--- src/rtl/fetch_stage.sv ---
// Instruction fetch front end: owns the PC, reads words over a req/ack
// handshake and buffers them with their PCs in a prefetch FIFO for decode.
module fetch_stage #(
    parameter logic [15:0] RESET_PC   = 16'h0000,
    parameter int          FIFO_DEPTH = 2
) (
    input  logic        clk_in,
    input  logic        reset,
    output logic        imem_req,
    output logic [15:0] imem_addr,
    input  logic        imem_ack,
    input  logic [15:0] imem_rdata,
    input  logic        stall,
    input  logic        redirect,
    input  logic [15:0] redirect_pc,
    output logic [15:0] inst,
    output logic [15:0] inst_pc,
    output logic        inst_valid
);
    localparam int               PTR_W   = $clog2(FIFO_DEPTH);
    localparam int               CNT_W   = PTR_W + 1;
    localparam logic [CNT_W-1:0] DEPTH_C = CNT_W'(FIFO_DEPTH);
    localparam logic [15:0]      PC_INIT = RESET_PC & 16'hFFFE;

    // IDLE: no request | REQ: fetching at pc | DRAIN: waiting out a pre-redirect response
    typedef enum logic [1:0] {IDLE, REQ, DRAIN} state_t;

    state_t           state_q, state_d;
    logic [15:0]      pc_q, pc_d;
    logic             req_q, req_d;
    logic [15:0]      addr_q, addr_d;
    logic [PTR_W-1:0] rd_ptr_q, rd_ptr_d;
    logic [PTR_W-1:0] wr_ptr_q, wr_ptr_d;
    logic [CNT_W-1:0] count_q, count_d;
    logic [15:0]      fifo_inst_q [FIFO_DEPTH];
    logic [15:0]      fifo_inst_d [FIFO_DEPTH];
    logic [15:0]      fifo_pc_q   [FIFO_DEPTH];
    logic [15:0]      fifo_pc_d   [FIFO_DEPTH];

    logic             xfer;
    logic             deq;
    logic             enq;
    logic [CNT_W-1:0] count_after;
    logic             space;
    logic [15:0]      pc_inc;

    // The completing request is no longer outstanding, so room is judged on the post-edge count alone.
    always_comb begin
        xfer        = req_q && imem_ack;
        deq         = (count_q != '0) && !stall;
        enq         = xfer && (state_q == REQ);
        count_after = count_q - {{PTR_W{1'b0}}, deq} + {{PTR_W{1'b0}}, enq};
        space       = count_after < DEPTH_C;
        pc_inc      = pc_q + 16'd2;
    end

    always_comb begin
        state_d     = state_q;
        pc_d        = pc_q;
        req_d       = req_q;
        addr_d      = addr_q;
        rd_ptr_d    = rd_ptr_q;
        wr_ptr_d    = wr_ptr_q;
        count_d     = count_after;
        fifo_inst_d = fifo_inst_q;
        fifo_pc_d   = fifo_pc_q;

        if (deq) begin
            rd_ptr_d = rd_ptr_q + PTR_W'(1);
        end
        if (enq) begin
            fifo_inst_d[wr_ptr_q] = imem_rdata;
            fifo_pc_d[wr_ptr_q]   = pc_q;
            wr_ptr_d              = wr_ptr_q + PTR_W'(1);
        end

        case (state_q)
            IDLE: begin
                if (space) begin
                    state_d = REQ;
                    req_d   = 1'b1;
                    addr_d  = pc_q;
                end
            end
            REQ: begin
                if (xfer) begin
                    pc_d = pc_inc;
                    if (space) begin
                        req_d  = 1'b1;
                        addr_d = pc_inc;
                    end else begin
                        state_d = IDLE;
                        req_d   = 1'b0;
                    end
                end
            end
            DRAIN: begin
                if (xfer) begin
                    state_d = REQ;
                    req_d   = 1'b1;
                    addr_d  = pc_q;
                end
            end
            default: begin
                state_d = IDLE;
                req_d   = 1'b0;
            end
        endcase

        // Redirect wins over everything; an unanswered request must still be held until acked.
        if (redirect) begin
            pc_d     = redirect_pc & 16'hFFFE;
            rd_ptr_d = '0;
            wr_ptr_d = '0;
            count_d  = '0;
            if (req_q && !imem_ack) begin
                state_d = DRAIN;
                req_d   = 1'b1;
                addr_d  = addr_q;
            end else begin
                state_d = IDLE;
                req_d   = 1'b0;
            end
        end
    end

    always_ff @(posedge clk_in or posedge reset) begin
        if (reset) begin
            state_q  <= IDLE;
            pc_q     <= PC_INIT;
            req_q    <= 1'b0;
            addr_q   <= '0;
            rd_ptr_q <= '0;
            wr_ptr_q <= '0;
            count_q  <= '0;
            for (int i = 0; i < FIFO_DEPTH; i++) begin
                fifo_inst_q[i] <= '0;
                fifo_pc_q[i]   <= '0;
            end
        end else begin
            state_q     <= state_d;
            pc_q        <= pc_d;
            req_q       <= req_d;
            addr_q      <= addr_d;
            rd_ptr_q    <= rd_ptr_d;
            wr_ptr_q    <= wr_ptr_d;
            count_q     <= count_d;
            fifo_inst_q <= fifo_inst_d;
            fifo_pc_q   <= fifo_pc_d;
        end
    end

    assign imem_req   = req_q;
    assign imem_addr  = addr_q;
    assign inst_valid = (count_q != '0);
    assign inst       = inst_valid ? fifo_inst_q[rd_ptr_q] : 16'h0000;
    assign inst_pc    = inst_valid ? fifo_pc_q[rd_ptr_q] : 16'h0000;

endmodule

--- config.mk ---
export PLATFORM = sky130hd
export DESIGN_NAME = fetch_stage
export DESIGN_NICKNAME = d
export VERILOG_FILES = /design/src/rtl/fetch_stage.sv
export SDC_FILE = /design/constraint.sdc
export NUM_CORES = 1
export LEC_CHECK = 0
export BUFFER_PORTS_ARGS = -buffer_cell sky130_fd_sc_hd__buf_4
export CAP_MARGIN = 5
export CORE_MARGIN = 2
export CORE_UTILIZATION = 51
export CTS_CLUSTER_SIZE = 24
export DETAILED_ROUTE_END_ITERATION = 6
export PLACE_DENSITY = 0.88
export SYNTH_ARGS = -nofsm -noshare
export SYNTH_HDL_FRONTEND = slang
export SYNTH_SLANG_ARGS = --single-unit
--- constraint.sdc ---
create_clock -name clk_in -period 3.3 [get_ports clk_in]
set_input_delay 0.495 -clock clk_in [delete_from_list [all_inputs] [get_ports clk_in]]
set_output_delay 0.495 -clock clk_in [all_outputs]
set_load 0.03 [all_outputs]
# [After elaboration in Yosys (flattened, before gate mapping)]
# Cells that the tools add are included.
[totals] wordCells=86 memories=0 inputBits=37 romBits=0 out_inout_bits=50 reg_bits=103 ram_bits=0 latchBits=0
[op_classes] mul=0 addsub=5 n_eq_ne=7 n_bitwise=2 shift=0 magnitude_cmp=4 reduce_logical=16 mux=41 div_mod_pow=0
[ops] cell="$mux 16" n=18
[ops] cell="$bwmux 32" n=2
[ops] cell="$pmux 16 s3" n=1
[ops] cell="$add 16x2->16 const B" n=1
[ops] cell="$demux 16 s1" n=1
[ops] cell="$mux 2" n=7
[ops] cell="$ne 3x3->1 const B" n=4
[ops] cell="$mux 1" n=10
[ops] cell="$reduce_bool 2->1" n=5
[ops] cell="$pmux 2 s3" n=1
[ops] cell="$logic_and 1x1->1" n=5
[ops] cell="$ge 2x2->1 const B" n=2
[ops] cell="$not 1->2" n=2
[ops] cell="$reduce_and 4->1" n=1
[ops] cell="$pmux 1 s3" n=1
[ops] cell="$reduce_and 3->1" n=1
[ops] cell="$add 1x1->1 const B" n=2
[ops] cell="$add 2x1->2" n=1
[ops] cell="$eq 2x1->1 const B" n=1
[ops] cell="$eq 2x2->1 const B" n=1
[ops] cell="$logic_not 1->1" n=2
[ops] cell="$logic_not 2->1" n=1
[ops] cell="$lt 2x1->1 const B" n=1
[ops] cell="$lt 2x2->1 const B" n=1
[ops] cell="3 further kinds" n=3

# [Logic depth before layout (Yosys ltp)]
# Gate-level depths: netlist (run 1).
[logic_depth] ltp_word=10 depth_mapped=13 mapped_depth_nobuf=10

# [Worst setup path after synthesis (run 1)]
# Ideal clock, no wire load.
[synth_timing] kind="register -> register" startpoint="register req_q (netlist: imem_req)" endpoint="register addr_q[15] (netlist: imem_addr[15])" slack_ns=0.452 t_required_ns=3.175 path_stages_with_launch=12 setup_ns=0.125 synth_period_minus_slack_ns=2.848 arrival_time_ns=2.723 path_buffers=2 path_cell_list="dfrtp_1 nand2_1 nor2_4 inv_2 buf_2 ha_1 inv_1 ha_1 xor3_2 o31a_4 buf_6 mux2_4"
[synth_via] elab_chain_len=9 word_cells_on_any_way=13 classes_between="1 x add/sub; 1 x order compare; 1 x eq/ne; 7 x mux; 3 x reduce/logical"
[synth_rtl] item="from (decl)" line="30" text="logic req_q, req_d;"
[synth_rtl] item="from (signal assigned)" line="143" text="req_q <= req_d;"
[synth_rtl] item="$logic_and 1x1->1" line="49" text="xfer = req_q && imem_ack;"
[synth_rtl] item="$logic_and 1x1->1" line="51" text="enq = xfer && (state_q == REQ);"
[synth_rtl] item="$add 2x1->2" line="52" text="count_after = count_q - {{PTR_W{1'b0}}, deq} + {{PTR_W{1'b0}}, enq};"
[synth_rtl] item="$lt 2x2->1" line="53" text="space = count_after < DEPTH_C;"
[synth_rtl] item="$mux 16" line="88" text="if (space) begin"
[synth_rtl] item="$mux 16" line="86" text="if (xfer) begin"
[synth_rtl] item="$pmux 16 s3" line="77" text="case (state_q)"
[synth_rtl] item="$mux 16" line="116" text="if (req_q && !imem_ack) begin"
[synth_rtl] item="$mux 16" line="111" text="if (redirect) begin"
[synth_rtl] item="to (signal assigned)" line="144" text="addr_q <= addr_d;"
[synth_rtl] item="to (decl)" line="31" text="logic [15:0] addr_q, addr_d;"
# Parallel ways exist; a longest one is shown, timed or not. The select of a mux whose other input is x is not followed.
# A chain may end at the register's enable or synchronous reset.

# [Final worst setup path (run 1)]
[layout_timing] startpoint="register state_q[1]" endpoint="register addr_q[4] (netlist: imem_addr[4])"
[layout_via] elab_chain_len=9 word_cells_on_any_way=12 classes_between="1 x add/sub; 1 x order compare; 2 x eq/ne; 6 x mux; 2 x reduce/logical"
[layout_rtl] item="from (decl)" line="28" text="state_t state_q, state_d;"
[layout_rtl] item="from (signal assigned)" line="141" text="state_q <= state_d;"
[layout_rtl] item="$eq 2x1->1" line="51, 77"
[layout_rtl] item="$logic_and 1x1->1" line="51"
[layout_rtl] item="$add 2x1->2" line="52"
[layout_rtl] item="$lt 2x2->1" line="53"
[layout_rtl] item="$mux 16" line="88"
[layout_rtl] item="$mux 16" line="86"
[layout_rtl] item="$pmux 16 s3 (*)" line="77"
[layout_rtl] item="$mux 16" line="116"
[layout_rtl] item="$mux 16 (*)" line="111"
# Every way passes the cells marked *; elsewhere a longest branch is shown, timed or not. The select of a mux whose other input is x is not followed.

==> results of run 1 <==
sequential cells by signal (all words and copies together), names as in the netlist:
signal / flops
rd_ptr_q: 1
imem_addr: 15
fifo_pc_q: 30
count_q: 2
pc_q: 15
fifo_inst_q: 32
imem_req: 1
state_q: 2
wr_ptr_q: 1
cell type report:
| cell class | instances | area share |
|---|---|---|
| clock buffer | 10 | 0.0220 |
| clock inverter | 5 | 0.00690 |
| inverter | 6 | 0.00431 |
| multi-input combinational | 281 | 0.397 |
| sequential | 99 | 0.427 |
| tap | 133 | 0.0287 |
| timing repair buffer | 88 | 0.114 |
kinds of logic (layout without fill, tap and decap cells):
logic type | Yosys count | in the layout | share of synthesized area
simple gates | 113 | 113 | 0.120
mux | 110 | 110 | 0.247
flops | 99 | 99 | 0.496
buf+inv | 41 | 109 | 0.0441
xor+xnor | 27 | 27 | 0.0506
compound gates | 26 | 26 | 0.0338
fa+ha+maj | 3 | 3 | 0.00752
other cells | 1 | 2 | 0.000751
worst max path at each step:
stage	start	endpoint	slack, ns	cells after the start
final	state_q[1]$_DFFE_PP0P_	imem_addr[4]$_DFFE_PP0P_	0.47	9
after global routing	state_q[1]$_DFFE_PP0P_	imem_addr[4]$_DFFE_PP0P_	0.36	9
after CTS	state_q[1]$_DFFE_PP0P_	imem_addr[4]$_DFFE_PP0P_	0.50	9
after detailed placement	imem_ack	imem_addr[5]$_DFFE_PP0P_	0.47	10
after global placement	imem_ack	imem_addr[5]$_DFFE_PP0P_	0.54	10
after floorplan	reset	count_q[0]$_DFF_PP0_	0.21	1
through the flow:
stage / setup WS [ns] / cell area [µm²] / hold slack [ns]
3_5_place_dp: 0.465 / 5640 / 0.479
6_report: 0.472 / 5800 / 0.162
2_1_floorplan: 0.215 / 5000 / 0.457
5_1_grt: 0.357 / 5800 / 0.194
3_3_place_gp: 0.539 / 5640 / 0.466
4_1_cts: 0.497 / 5800 / 0.176
metal layers:
layer,routed length [µm],part of all wire,GRT usage
met1,4350,0.43,0.260
met2,5060,0.50,0.333
met5,0,0,0
met3,487,0.048,0.0393
met4,191,0.019,0.0779
critical path, stage by stage, from the launching register on:
cell and delay [ns]:
dfrtp_1 0.51, nand2b_4 0.26, nor2_4 0.05, inv_2 0.27
ha_1 0.30, inv_1 0.06, ha_1 0.14, xor3_2 0.32
o31a_4 0.47, mux2_4 0.33
power by group through the flow:
stage                     combinational, mW  sequential [mW]  clock, mW
after CTS                              2.41             2.11      0.713
final                                  2.38             2.11      0.692
after global routing                   2.55             2.18      0.766
after floorplan                        1.76             2.12          0
after global placement                 2.33             2.09          0
after detailed placement               2.40             2.14          0
placed cells by master (no fill, tap or decap), types with 4 or more instances in the layout:
cell / count
xnor2_1: 13
o21ai_0: 10
mux2_4: 10
xor2_1: 13
nand3_1: 7
a311o_1: 4
nand4_1: 5
mux2_2: 63
nor2_1: 46
mux2_1: 5
buf_4: 88
dfrtp_1: 98
a21oi_1: 8
nor4_1: 5
inv_1: 4
mux2i_1: 32
nand2_1: 20
clkbuf_8: 9
nor3_1: 5
==> flow_summary.toml, run 1 <==
[synth]
yosysMostFrequentCell = "dfrtp_1"
ys_seq_area_frac = 0.496
synth_area_per_cell_um2 = 11.9
synth-seq-cells = 99
netlist_area_um2 = 4990
synth_cell_type_count = 42
synth_edf_count = 0
ys.warnings.count = 0
synth-main-ff-cell = "dfrtp_1"
yosysTopAreaCellShare = 0.496
yosys-top-cells-area = "dfrtp_1 (50%), mux2_2 (14%), mux2i_1 (6.4%), nor2_1 (3.6%), mux2_4 (3.0%)"
postSynthCellCount = 420
postSynth.asyncResetShare = 1.00
synth_largest_area_cell = "dfrtp_1"
synth_commonest_cells = "dfrtp_1 (99), mux2_2 (63), nor2_1 (48)"

[power_and_ir_drop]
powerDensity_nw_per_um2 = 892
p_sw_frac = 0.390
intPower_mw = 3.16
finalPower_mw = 5.18
combPwrFrac = 0.459
p_seq_frac = 0.407
clock_power_share = 0.134
power.leakage_nw = 2.67
irDropWorstVdd_uv = 731
p_sw_mw = 2.02

[global_route]
antenna_found_initial = 0
overflow = 0
grt_pass1_vias = 3419
grt_pass1_wl_um = 16300
grt_max_degree = 46
track_usage = 0.200

[layout]
fin_cells = 622
multi_input_area_um2 = 2310
nFillCells = 798
finalNetCount = 525
fin_util = 0.602
regArea_um2 = 2480
flow.area_growth_from_synthesis_pct = 16.2
diodes = 0
drive_gt1_frac = 0.389

[critical_path]
crit_fanout = 15
criticalPathCategory = "reg -> reg"
rr_endpoint = "imem_addr[4]$_DFFE_PP0P_"
r2r-start = "state_q[1]$_DFFE_PP0P_"
endpoint_kind = "flip-flop"
crit_required_ns = 3.55
rr_worst_depth = 9
critPathLaunchType = "flip-flop"
reg2reg_slack_ns = 0.47
cp.arrival_ns = 3.08

[hold_path]
hp-class = "in -> async"

[cts]
clk-insertion-delay-late_ns = 0.36
h-tree-depth = 3
clockBufferDepth = 2
cts.sinks = 99
post_cts_resize_count = 0
cts_setup_buffers = 0
cts_made_buffers = 9
cts_root_buf = "clkbuf_8"
cts_tree = "built"
clk_transition_reported_paths_ns = 0.10
hold_buffers = 0

[route]
vias_per_cell = 5.38
wl_um = 10100
via_count = 3344
wl_per_cell_um = 16.2
drt_iter0_drc = 167
drc_errors = 0
antenna_left = 0
dr.pass1.iters = 5

[floorplan]
initial_utilization = 0.518
die_x_um = 103
fp-row-count = 36
die-area_um2 = 10600
ios = 87
coreArea_um2 = 9640
die_h_um = 103

[sta]
tightestPinTransition_ns = 0.961
finalClockSkew_ns = 0.00957
period_share = 0.857
period_needed_ns = 2.83
hold_viol = 0
setup-violations-final = 0
finalMaxSlewViolations = 0
fmax_ghz = 0.354
maxSlewHeadroom = 0.359
rsz0062_at_grt = "no"
setup_tns_ns = 0

[run]
maxCapViolations = 0

[place]
port_buffers = 83
dp_cells = 607
finalWeightedCongestion = 0.872
place_hpwl_um = 7010

[run_status]
status = "completed"
(Power assumes the default switching activity.)
==> run 2: changes to the inputs <==
- CORE_MARGIN: 2 -> default
==> flow_summary.toml, run 2 (synthesis results as in run 1) <==
[layout]
multi_input_area_um2 = 2310
fin_area_um2 = 5850
fin_util = 0.624
top_regs = "fifo_inst_q (32), fifo_pc_q (30)"
largest_reg_flops = 32
flow.area_growth_from_synthesis_pct = 17.1
diodes = 0
nFillCells = 750
final_cell_mix = "dfrtp_1 (98), buf_4 (88), mux2_2 (63), nor2_1 (46), mux2i_1 (32)"
regMostFlops = "fifo_inst_q"
finalNetCount = 525
drive_gt1_frac = 0.392
fin_cells = 619
regArea_um2 = 2480
final_common_cell = "dfrtp_1"

[power_and_ir_drop]
clock_power_share = 0.154
combPwrFrac = 0.450
irDropWorstVdd_uv = 728
intPower_mw = 3.25
finalPower_mw = 5.32
p_sw_mw = 2.07
powerDensity_nw_per_um2 = 910
p_seq_frac = 0.396
power.leakage_nw = 2.69
p_sw_frac = 0.389

[cts]
h-tree-depth = 3
cts_setup_buffers = 0
clk-insertion-delay-late_ns = 0.37
clockBufferDepth = 2
clk_transition_reported_paths_ns = 0.11
post_cts_resize_count = 0
cts_root_buf = "clkbuf_8"
hold_buffers = 0
cts.sinks = 99
cts_made_buffers = 9
cts_tree = "built"

[floorplan]
die_h_um = 101
coreArea_um2 = 9370
fp-row-count = 35
die_x_um = 101
die-area_um2 = 10200
initial_utilization = 0.533
ios = 87

[hold_path]
hp-class = "in -> async"

[route]
drc_errors = 0
via_count = 3318
wl_met3_um = 499
wl_um = 10000
wl_met2_um = 5010
wl_per_cell_um = 16.2
highest_layer = "met4"
vias_per_cell = 5.36
dr.pass1.iters = 4
antenna_left = 0
met1_length_um = 4380
drt_iter0_drc = 157

[critical_path]
path_cells = "nand2b_4 -> nor2_4 -> inv_2 -> ha_1 -> inv_1 -> ha_1 -> xor3_2 -> o31a_4 -> mux2_4"
r2r-start = "state_q[1]$_DFFE_PP0P_"
cpMaxStageDelayCell = "dfrtp_1"
critPathLaunchType = "flip-flop"
crit_required_ns = 3.56
cp_common_cell = "ha_1"
endpoint_kind = "flip-flop"
reg2reg_slack_ns = 0.44
crit_fanout = 15
rr_worst_depth = 9
rr_endpoint = "imem_addr[4]$_DFFE_PP0P_"
criticalPathCategory = "reg -> reg"
critPathMaxStageDelay_ns = 0.52
cp.arrival_ns = 3.11

[sta]
setup-violations-final = 0
hold_viol = 0
hold_slack_ns = 0.233
worst_slack_ns = 0.444
period_needed_ns = 2.86
fmax_ghz = 0.350
period_share = 0.866
maxSlewHeadroom = 0.355
tightestPinTransition_ns = 0.968
finalClockSkew_ns = 0.0104
rsz0062_at_grt = "no"
finalMaxSlewViolations = 0
setup_tns_ns = 0

[place]
finalWeightedCongestion = 0.851
pre_cts_ws_ns = 0.450
dp_cells = 603
placed_area_um2 = 5640
port_buffers = 83
place_hpwl_um = 6840

[global_route]
grt_pass1_wl_um = 16500
track_usage = 0.211
antenna_found_initial = 0
overflow = 0
grt_max_degree = 60
grt_pass1_vias = 3327

[run_status]
status = "completed"

[run]
maxCapViolations = 0
run 2: how the worst max path moves through the flow:
stage,startpoint,endpoint,slack [ns]
after floorplan,reset,count_q[0]$_DFF_PP0_,0.21
after global placement,imem_ack,imem_addr[15]$_DFFE_PP0P_,0.51
after detailed placement,imem_ack,imem_addr[4]$_DFFE_PP0P_,0.45
after CTS,state_q[1]$_DFFE_PP0P_,imem_addr[4]$_DFFE_PP0P_,0.47
after global routing,state_q[1]$_DFFE_PP0P_,imem_addr[2]$_DFFE_PP0P_,0.36
final,state_q[1]$_DFFE_PP0P_,imem_addr[4]$_DFFE_PP0P_,0.44
run 2: critical path: cells and delay by family (launching register included):
family	cells	cell delay, ns
buffers and inverters	2	0.34
AOI/OAI and AO/OA	1	0.47
and+or+nand+nor	2	0.31
adders and majority gates	2	0.44
xor gates and xnor gates	1	0.32
muxes	1	0.34
DFF	1	0.52
run 2: final cells by class:
cell class | count | share of cell area
clock buffers | 9 | 0.0212
clock inverters | 7 | 0.0150
inverters | 6 | 0.00428
multi-input cells | 281 | 0.395
flip-flops and latches | 99 | 0.424
well taps | 129 | 0.0276
repair buffers | 88 | 0.113
run 2: power groups by stage:
stage                     sequential, mW  combinational [mW]  clock [mW]
after detailed placement            2.13                2.41           0
after CTS                           2.11                2.42       0.824
after global routing                2.18                2.57       0.882
final                               2.11                2.39       0.819
after floorplan                     2.12                1.76           0
after global placement              2.09                2.33           0
run 2: layer usage:
layer	global-route usage	vias to the layer above
met3	0.0520	11
met2	0.344	86
met1	0.283	1643
met5	0	-
met4	0.0546	0
li1	-	1578
